**config.mk**
```make
export PLATFORM = sky130hd
export DESIGN_NAME = wb_stage
export DESIGN_NICKNAME = d
export VERILOG_FILES = /design/src/rtl/wb_pkg.sv /design/src/rtl/ld_align.sv /design/src/rtl/wb_stage.sv
export SDC_FILE = /design/constraint.sdc
export NUM_CORES = 1
export LEC_CHECK = 0
export CAP_MARGIN = 15
export CORE_MARGIN = 8
export CORE_UTILIZATION = 46
export DETAILED_ROUTE_END_ITERATION = 12
export GPL_ROUTABILITY_DRIVEN = 0
export HOLD_SLACK_MARGIN = 0.02
export PLACE_DENSITY = 0.85
export SLEW_MARGIN = 20
export SYNTH_ARGS = -nofsm -noshare
export SYNTH_HDL_FRONTEND = slang
export SYNTH_SLANG_ARGS = --single-unit
```
**constraint.sdc**
```tcl
create_clock -name clk -period 6.45 [get_ports clk]
set_clock_uncertainty 0.05 [all_clocks]
set_input_delay 1.29 -clock clk [delete_from_list [all_inputs] [get_ports clk]]
set_output_delay 1.29 -clock clk [all_outputs]
set_load 0.05 [all_outputs]
```
**src/rtl/wb_pkg.sv**
```systemverilog
// ============================================================================
//  Module      : wb_pkg
//  Description : Shared types for the LA32 write-back stage.
//  Revision    : 1.0  initial release
// ============================================================================
`default_nettype none

package wb_pkg;

  localparam int c_WB_DATA_W = 32;
  localparam int c_WB_REG_AW = 5;

  typedef enum logic [1:0] {
    WB_ALU     = 2'b00,
    WB_LOAD    = 2'b01,
    WB_PCPLUS4 = 2'b10
  } wb_sel_e;

  typedef enum logic [2:0] {
    LD_B  = 3'b000,
    LD_H  = 3'b001,
    LD_W  = 3'b010,
    LD_BU = 3'b100,
    LD_HU = 3'b101
  } ld_op_e;

  typedef struct packed {
    logic                   valid;
    logic [31:0]            pc;
    logic                   rf_we;
    logic [c_WB_REG_AW-1:0] rd;
    logic [c_WB_DATA_W-1:0] wdata;
  } wb_entry_t;

endpackage

`default_nettype wire

```
**src/rtl/ld_align.sv**
```systemverilog
// ============================================================================
//  Module      : ld_align
//  Description : Extracts and sign/zero-extends load data from a cache word.
//  Revision    : 1.0  initial release
// ============================================================================
`default_nettype none

module ld_align
  import wb_pkg::*;
#(
  parameter int DATA_W = 32
) (
  input  logic [31:0]       i_ld_data,
  input  logic [1:0]        i_offset,
  input  logic [2:0]        i_ld_op,
  output logic [DATA_W-1:0] o_ld_result
);

  logic [7:0]  w_byte;
  logic [15:0] w_half;

  always_comb begin
    w_byte = i_ld_data[{i_offset, 3'b000} +: 8];
    // Halfword offset bit 0 is ignored; misaligned accesses never reach here.
    w_half = i_offset[1] ? i_ld_data[31:16] : i_ld_data[15:0];
  end

  always_comb begin
    o_ld_result = DATA_W'($signed(i_ld_data));
    case (ld_op_e'(i_ld_op))
      LD_B:    o_ld_result = DATA_W'($signed(w_byte));
      LD_BU:   o_ld_result = DATA_W'(w_byte);
      LD_H:    o_ld_result = DATA_W'($signed(w_half));
      LD_HU:   o_ld_result = DATA_W'(w_half);
      default: o_ld_result = DATA_W'($signed(i_ld_data));
    endcase
  end

endmodule

`default_nettype wire

```
**src/rtl/wb_stage.sv**
```systemverilog
// ============================================================================
//  Module      : wb_stage
//  Description : LA32 write-back stage: one-entry stage register, RF write
//                port, backpressured commit trace and retired counter.
//  Revision    : 1.0  initial release
// ============================================================================
`default_nettype none

module wb_stage
  import wb_pkg::*;
#(
  parameter int DATA_W = 32,
  parameter int REG_AW = 5
) (
  input  logic              clk,
  input  logic              rst,
  input  logic              in_valid,
  output logic              in_ready,
  input  logic [31:0]       in_pc,
  input  logic              in_rf_we,
  input  logic [REG_AW-1:0] in_rd,
  input  logic [1:0]        in_wb_sel,
  input  logic [DATA_W-1:0] in_alu_res,
  input  logic [DATA_W-1:0] in_ld_data,
  input  logic [2:0]        in_ld_op,
  output logic              rf_we,
  output logic [REG_AW-1:0] rf_waddr,
  output logic [DATA_W-1:0] rf_wdata,
  output logic              trace_valid,
  input  logic              trace_ready,
  output logic [31:0]       trace_pc,
  output logic [REG_AW-1:0] trace_rd,
  output logic [DATA_W-1:0] trace_wdata,
  output logic [63:0]       instret
);

  // The stage-register struct is sized from the package.
  if (DATA_W != c_WB_DATA_W || REG_AW != c_WB_REG_AW) begin : g_param_check
    $error("wb_stage: DATA_W/REG_AW must match wb_pkg entry widths");
  end

  wb_entry_t         entry_q, entry_d;
  logic [63:0]       instret_q, instret_d;

  logic              w_in_ready;
  logic              w_capture;
  logic              w_retire;
  logic              w_wr_ok;
  logic [DATA_W-1:0] w_ld_result;
  logic [DATA_W-1:0] w_wdata;

  ld_align #(
    .DATA_W (DATA_W)
  ) u_ld_align (
    .i_ld_data   (in_ld_data[31:0]),
    .i_offset    (in_alu_res[1:0]),
    .i_ld_op     (in_ld_op),
    .o_ld_result (w_ld_result)
  );

  assign w_in_ready = !entry_q.valid || trace_ready;
  assign w_capture  = in_valid && w_in_ready;
  assign w_retire   = entry_q.valid && trace_ready;
  assign w_wr_ok    = entry_q.rf_we && (entry_q.rd != '0);

  always_comb begin
    w_wdata = in_alu_res;
    case (wb_sel_e'(in_wb_sel))
      WB_LOAD:    w_wdata = w_ld_result;
      WB_PCPLUS4: w_wdata = DATA_W'(in_pc + 32'd4);
      default:    w_wdata = in_alu_res;
    endcase
  end

  always_comb begin
    entry_d   = entry_q;
    instret_d = instret_q;
    // A retiring entry may be replaced in the same cycle.
    if (w_capture) begin
      entry_d.valid = 1'b1;
      entry_d.pc    = in_pc;
      entry_d.rf_we = in_rf_we;
      entry_d.rd    = in_rd;
      entry_d.wdata = w_wdata;
    end else if (w_retire) begin
      entry_d.valid = 1'b0;
    end
    if (w_retire) begin
      instret_d = instret_q + 64'd1;
    end
  end

  always_ff @(posedge clk or posedge rst) begin
    if (rst) begin
      entry_q   <= '0;
      instret_q <= '0;
    end else begin
      entry_q   <= entry_d;
      instret_q <= instret_d;
    end
  end

  assign in_ready    = w_in_ready;
  assign rf_we       = w_retire && w_wr_ok;
  assign rf_waddr    = entry_q.rd;
  assign rf_wdata    = entry_q.wdata;
  assign trace_valid = entry_q.valid;
  assign trace_pc    = entry_q.pc;
  assign trace_rd    = w_wr_ok ? entry_q.rd : '0;
  assign trace_wdata = entry_q.wdata;
  assign instret     = instret_q;

endmodule

`default_nettype wire

```
==> results.md <==
Run status:
- The flow ran to the end, and the final reports show no timing, DRC or antenna violations.

Cells and area:
- The number of filler instances in the final layout is between 1,000 and 1,500.
- The area added between synthesis and finish is 34.8%.
- The register area is 3380 um2.
- The net count of the finished layout is 1,183.
- Summing all multi-input logic gate instances after layout gives 3640 um2.
- The share of post-route cells with drive strength above 1 is 0.0546.

STA:
- Adding up every negative setup slack in the final design gives 0 ns.
- Setup repair after global routing left no endpoint under its margin.
- The final-report setup violation count is 0.
- The number of hold violations in the final report was 0.
- Measured against its own limit, the worst slew margin works out to 0.290.
- The part of the cycle the worst path needs is 0.671.
- The number of max-slew violations in the final report is 0.
- The peak clock frequency supported by timing is 0.231 GHz.
- The shortest clock period the worst path allows after layout is between 4 and 5 ns.
- The slew of the pin with the lowest slew margin is 1.06 ns.

Synthesis:
- In the synthesized netlist the async set-or-reset flop fraction comes to 1.00.
- Yosys printed 0 warnings.
- The library cell with the largest summed area after synthesis is dfrtp_1.
- The synthesized instance count is around 900.
- Of the total synthesized cell area, the portion taken by XOR and XNOR cells is 0.0995.
- Sorting the synthesized cells by area gives the leading types as dfrtp_1, buf_4, nand2_1.
- For this run, the register share of the synthesized area comes to 0.422.
- The most repeated cell in the gate-level netlist after synthesis is nand2_1.
- The share of the synthesized area in the top cell type is 0.422.
- The number of flops mapped to enable cells by yosys is 0.
- The number of nets produced by synthesis is approximately 1,000.
- Synthesis inferred between 100 and 150 register bits.
- The mux share of post-synthesis cell area is 0.0150.
- The most instantiated flip-flop cell in the synthesis netlist is dfrtp_1.
- The area fraction in and, or, nand and nor cells after synthesis is 0.226.
- The netlist uses 50 different library cells.
- By area, the combinational part of the netlist is dominated by simple AND/OR/NAND/NOR gates.
- The complex-gate fraction of the synthesized area is 0.105.
- Of the total synthesized cell area, the portion taken by full adders, half adders and majority gates is 0.00781.
- The commonest cells after synthesis are nand2_1, dfrtp_1, buf_4.
- The area of the mapped netlist is 8010 um2.
- In this run the mean area of a mapped cell was 8.88 um2.

Route:
- The number of detailed-routing iterations run before antenna repair is 6.
- In this run the remaining antenna-violating nets after routing total 0.
- The number of design-rule violations left by the first detailed-router iteration is 775.
- The mean routed wirelength per cell is 20.2 um.
- The count of unresolved DRC violations after routing is 0.
- The routed via count is roughly 7,300.
- For this block, the routed nets add up to 26,400 um of wire.
- The via count normalized by instance count is 5.57.

Worst hold path:
- The path with the worst hold slack has its endpoint at instret[63].
- Along the worst hold path, the cell count comes to 1.
- The start point of the worst min-delay path is instret[63].
- The worst hold path belongs to the class reg2reg.

Floorplan:
- The y dimension of the die is 148 um.
- The effective utilization at floorplan is 0.466.
- After floorplanning, the core was sized to cover around 17,000 um2.
- The die area is 21,900 um2.
- From left edge to right edge, the die measures around 150 um.
- The I/O pin total is ~280.
- The placement row count is 48.

Worst setup path:
- The internal reg-to-reg setup slack is 4.02 ns.
- In this design, the stage delay of the slowest critical-path cell is 0.80 ns.
- The start of the worst register-to-register path is trace_valid.
- The highest net fanout along the worst path is 4.
- The reg-to-reg critical path endpoint is rf_wdata[31].
- The critical path's slowest cell is clkdlybuf4s50_1.
- Data on the critical path is required at its endpoint by 5.11 ns.
- Traced cell by cell, the critical path runs through clkdlybuf4s50_1, and2_1, o311a_1, clkdlybuf4s50_1.
- The path type of the worst setup path is in2out.
- The dominant delay contributor by cell family on the critical path is buffers and inverters.
- The cell repeated most along the worst path is clkdlybuf4s50_1.
- STA classifies the critical path endpoint as an output pin.
- The data arrival time at the worst-slack endpoint is 2.99 ns.
- STA classifies the critical path startpoint as an input port.
- The buffers plus inverters on the worst setup path is 2.
- The worst register-to-register path has a depth of 6.

Clock tree:
- After clock tree synthesis, the clock-pin slew on the worst setup and hold paths is 0.06 ns.
- The post-cts resize count is 0.
- The TritonCTS clock tree is yes.
- Counting along the longest clock path gives a buffer depth of 2.
- Clock tree synthesis inserted a total of 17 buffers.
- The clock root buffer is clkbuf_16.
- Buffers inserted to repair hold after CTS numbered 0.
- The number of buffers inserted to repair setup after CTS is 0.
- The clock reaches the later pin of the worst-skew pair after ~0.42 ns.
- CTS built an H-tree with a depth of 4.
- The clock net in this run drives a total of 135 sinks.

Power and ir drop:
- For this design the static power due to leakage is 0.00462 uW.
- VDD sags by at most 0.000214 V.
- The cell area power density is 277 nW/um2.
- The total power after layout is 2990 uW.

Global routing:
- The aggregate global routing overflow is 0.
- The first global-routing pass estimated around 40,000 um of wire.
- Entering global routing, the biggest net connects 105 pins.
- The initial antenna violation count is 2.
- The number of global-route vias before repair was 7,263.
- For this run, the total global-route usage over all layers was measured as 0.238.

Placed design:
- The placed wire-length estimate is around 20,000 um.
- Port buffering added 283 buffers.

Flow run:
- Max-cap violations in this run came to 0.
logic make-up (layout without fill, tap and decap cells):
| group | count (synthesis) | in the layout |
|---|---|---|
| multiplexers | 10 | 10 |
| flip-flops | 135 | 135 |
| buffers and inverters | 159 | 337 |
| XOR/XNOR | 91 | 91 |
| adder cells (fa/ha/maj) | 5 | 5 |
| other | 0 | 2 |
| AO/OA/AOI/OAI | 131 | 131 |
| AND/OR/NAND/NOR | 371 | 371 |
flip-flops by register name, summed over array words and instances (netlist names):
register	flops
trace_valid	1
trace_pc	32
rf_wdata	32
rf_waddr	5
entry_q	1
instret	64
power by group:
group | internal, uW | total, uW | switching (uW)
clock | 508 | 928 | 420
sequential | 933 | 1020 | 84.6
combinational | 350 | 1040 | 691
cell usage in the layout, fill, tap and decap left out, types with 4 or more instances in the layout:
master,synthesis,final
and2_1,10,9
inv_1,17,16
and4_1,11,11
a211oi_1,12,12
xnor2_1,51,51
nor3_1,26,26
nand3_1,34,34
nand4_1,23,23
mux2_2,6,6
a31oi_1,10,10
o221ai_1,11,11
clkdlybuf4s50_1,0,283
nor2_1,47,47
a221oi_1,15,15
xor2_1,40,40
dfrtp_1,135,135
inv_6,0,8
nor2b_1,5,5
buf_4,104,4
nand2_1,166,165
or3_1,12,12
ha_1,5,4
o21ai_0,51,51
a21oi_1,17,17
and3_1,18,18
nand2b_1,7,7
nor3_2,4,4
clkbuf_16,0,17
routing by layer:
layer  global-route usage  share of wire  vias up
met5                    0              0        -
met4               0.0719          0.019        0
met3               0.0660          0.089       47
met2                0.398           0.50      388
met1                0.293           0.39     3500
li1                     -              -     3350
worst max path at each step:
stage	startpoint	to	slack (ns)	depth (start not counted)
after floorplan	rst	entry_q[37]	1.50	1
after global placement	trace_ready	rf_we	2.15	4
after detailed placement	trace_ready	rf_we	2.13	4
after CTS	trace_ready	rf_we	2.12	4
after global routing	trace_ready	rf_we	2.07	4
final	trace_ready	rf_we	2.12	4
cell type report:
| type | count | area share |
|---|---|---|
| antenna | 2 | 0.000463 |
| clock inverter | 15 | 0.0122 |
| multi-input combinational | 608 | 0.337 |
| inverter | 18 | 0.00672 |
| clock buffer | 17 | 0.0394 |
| timing repair buffer | 287 | 0.265 |
| sequential | 135 | 0.313 |
| tap | 225 | 0.0261 |
worst reg2reg max path: stages, from the launching register on:
cell	delay, ns
dfrtp_1	0.40
nand2b_1	0.15
nand2_2	0.10
nor2_1	0.53
o21ai_1	0.55
a221oi_1	0.44
a21oi_1	0.09
through the flow:
| stage | cell area [um2] | instances | setup WS (ns) | hold slack [ns] | util |
|---|---|---|---|---|---|
| floorplan | 8010 | 902 | 1.50 | 0.397 | - |
| global placement | 10200 | 1273 | 2.15 | 0.407 | 0.596 |
| detailed placement | 10200 | 1273 | 2.13 | 0.408 | 0.596 |
| CTS | 10800 | 1305 | 2.12 | 0.420 | 0.628 |
| global route | 10800 | 1307 | 2.07 | 0.449 | 0.629 |
| finish | 10800 | 1307 | 2.12 | 0.418 | 0.629 |
Power figures use the tool's default switching activity.
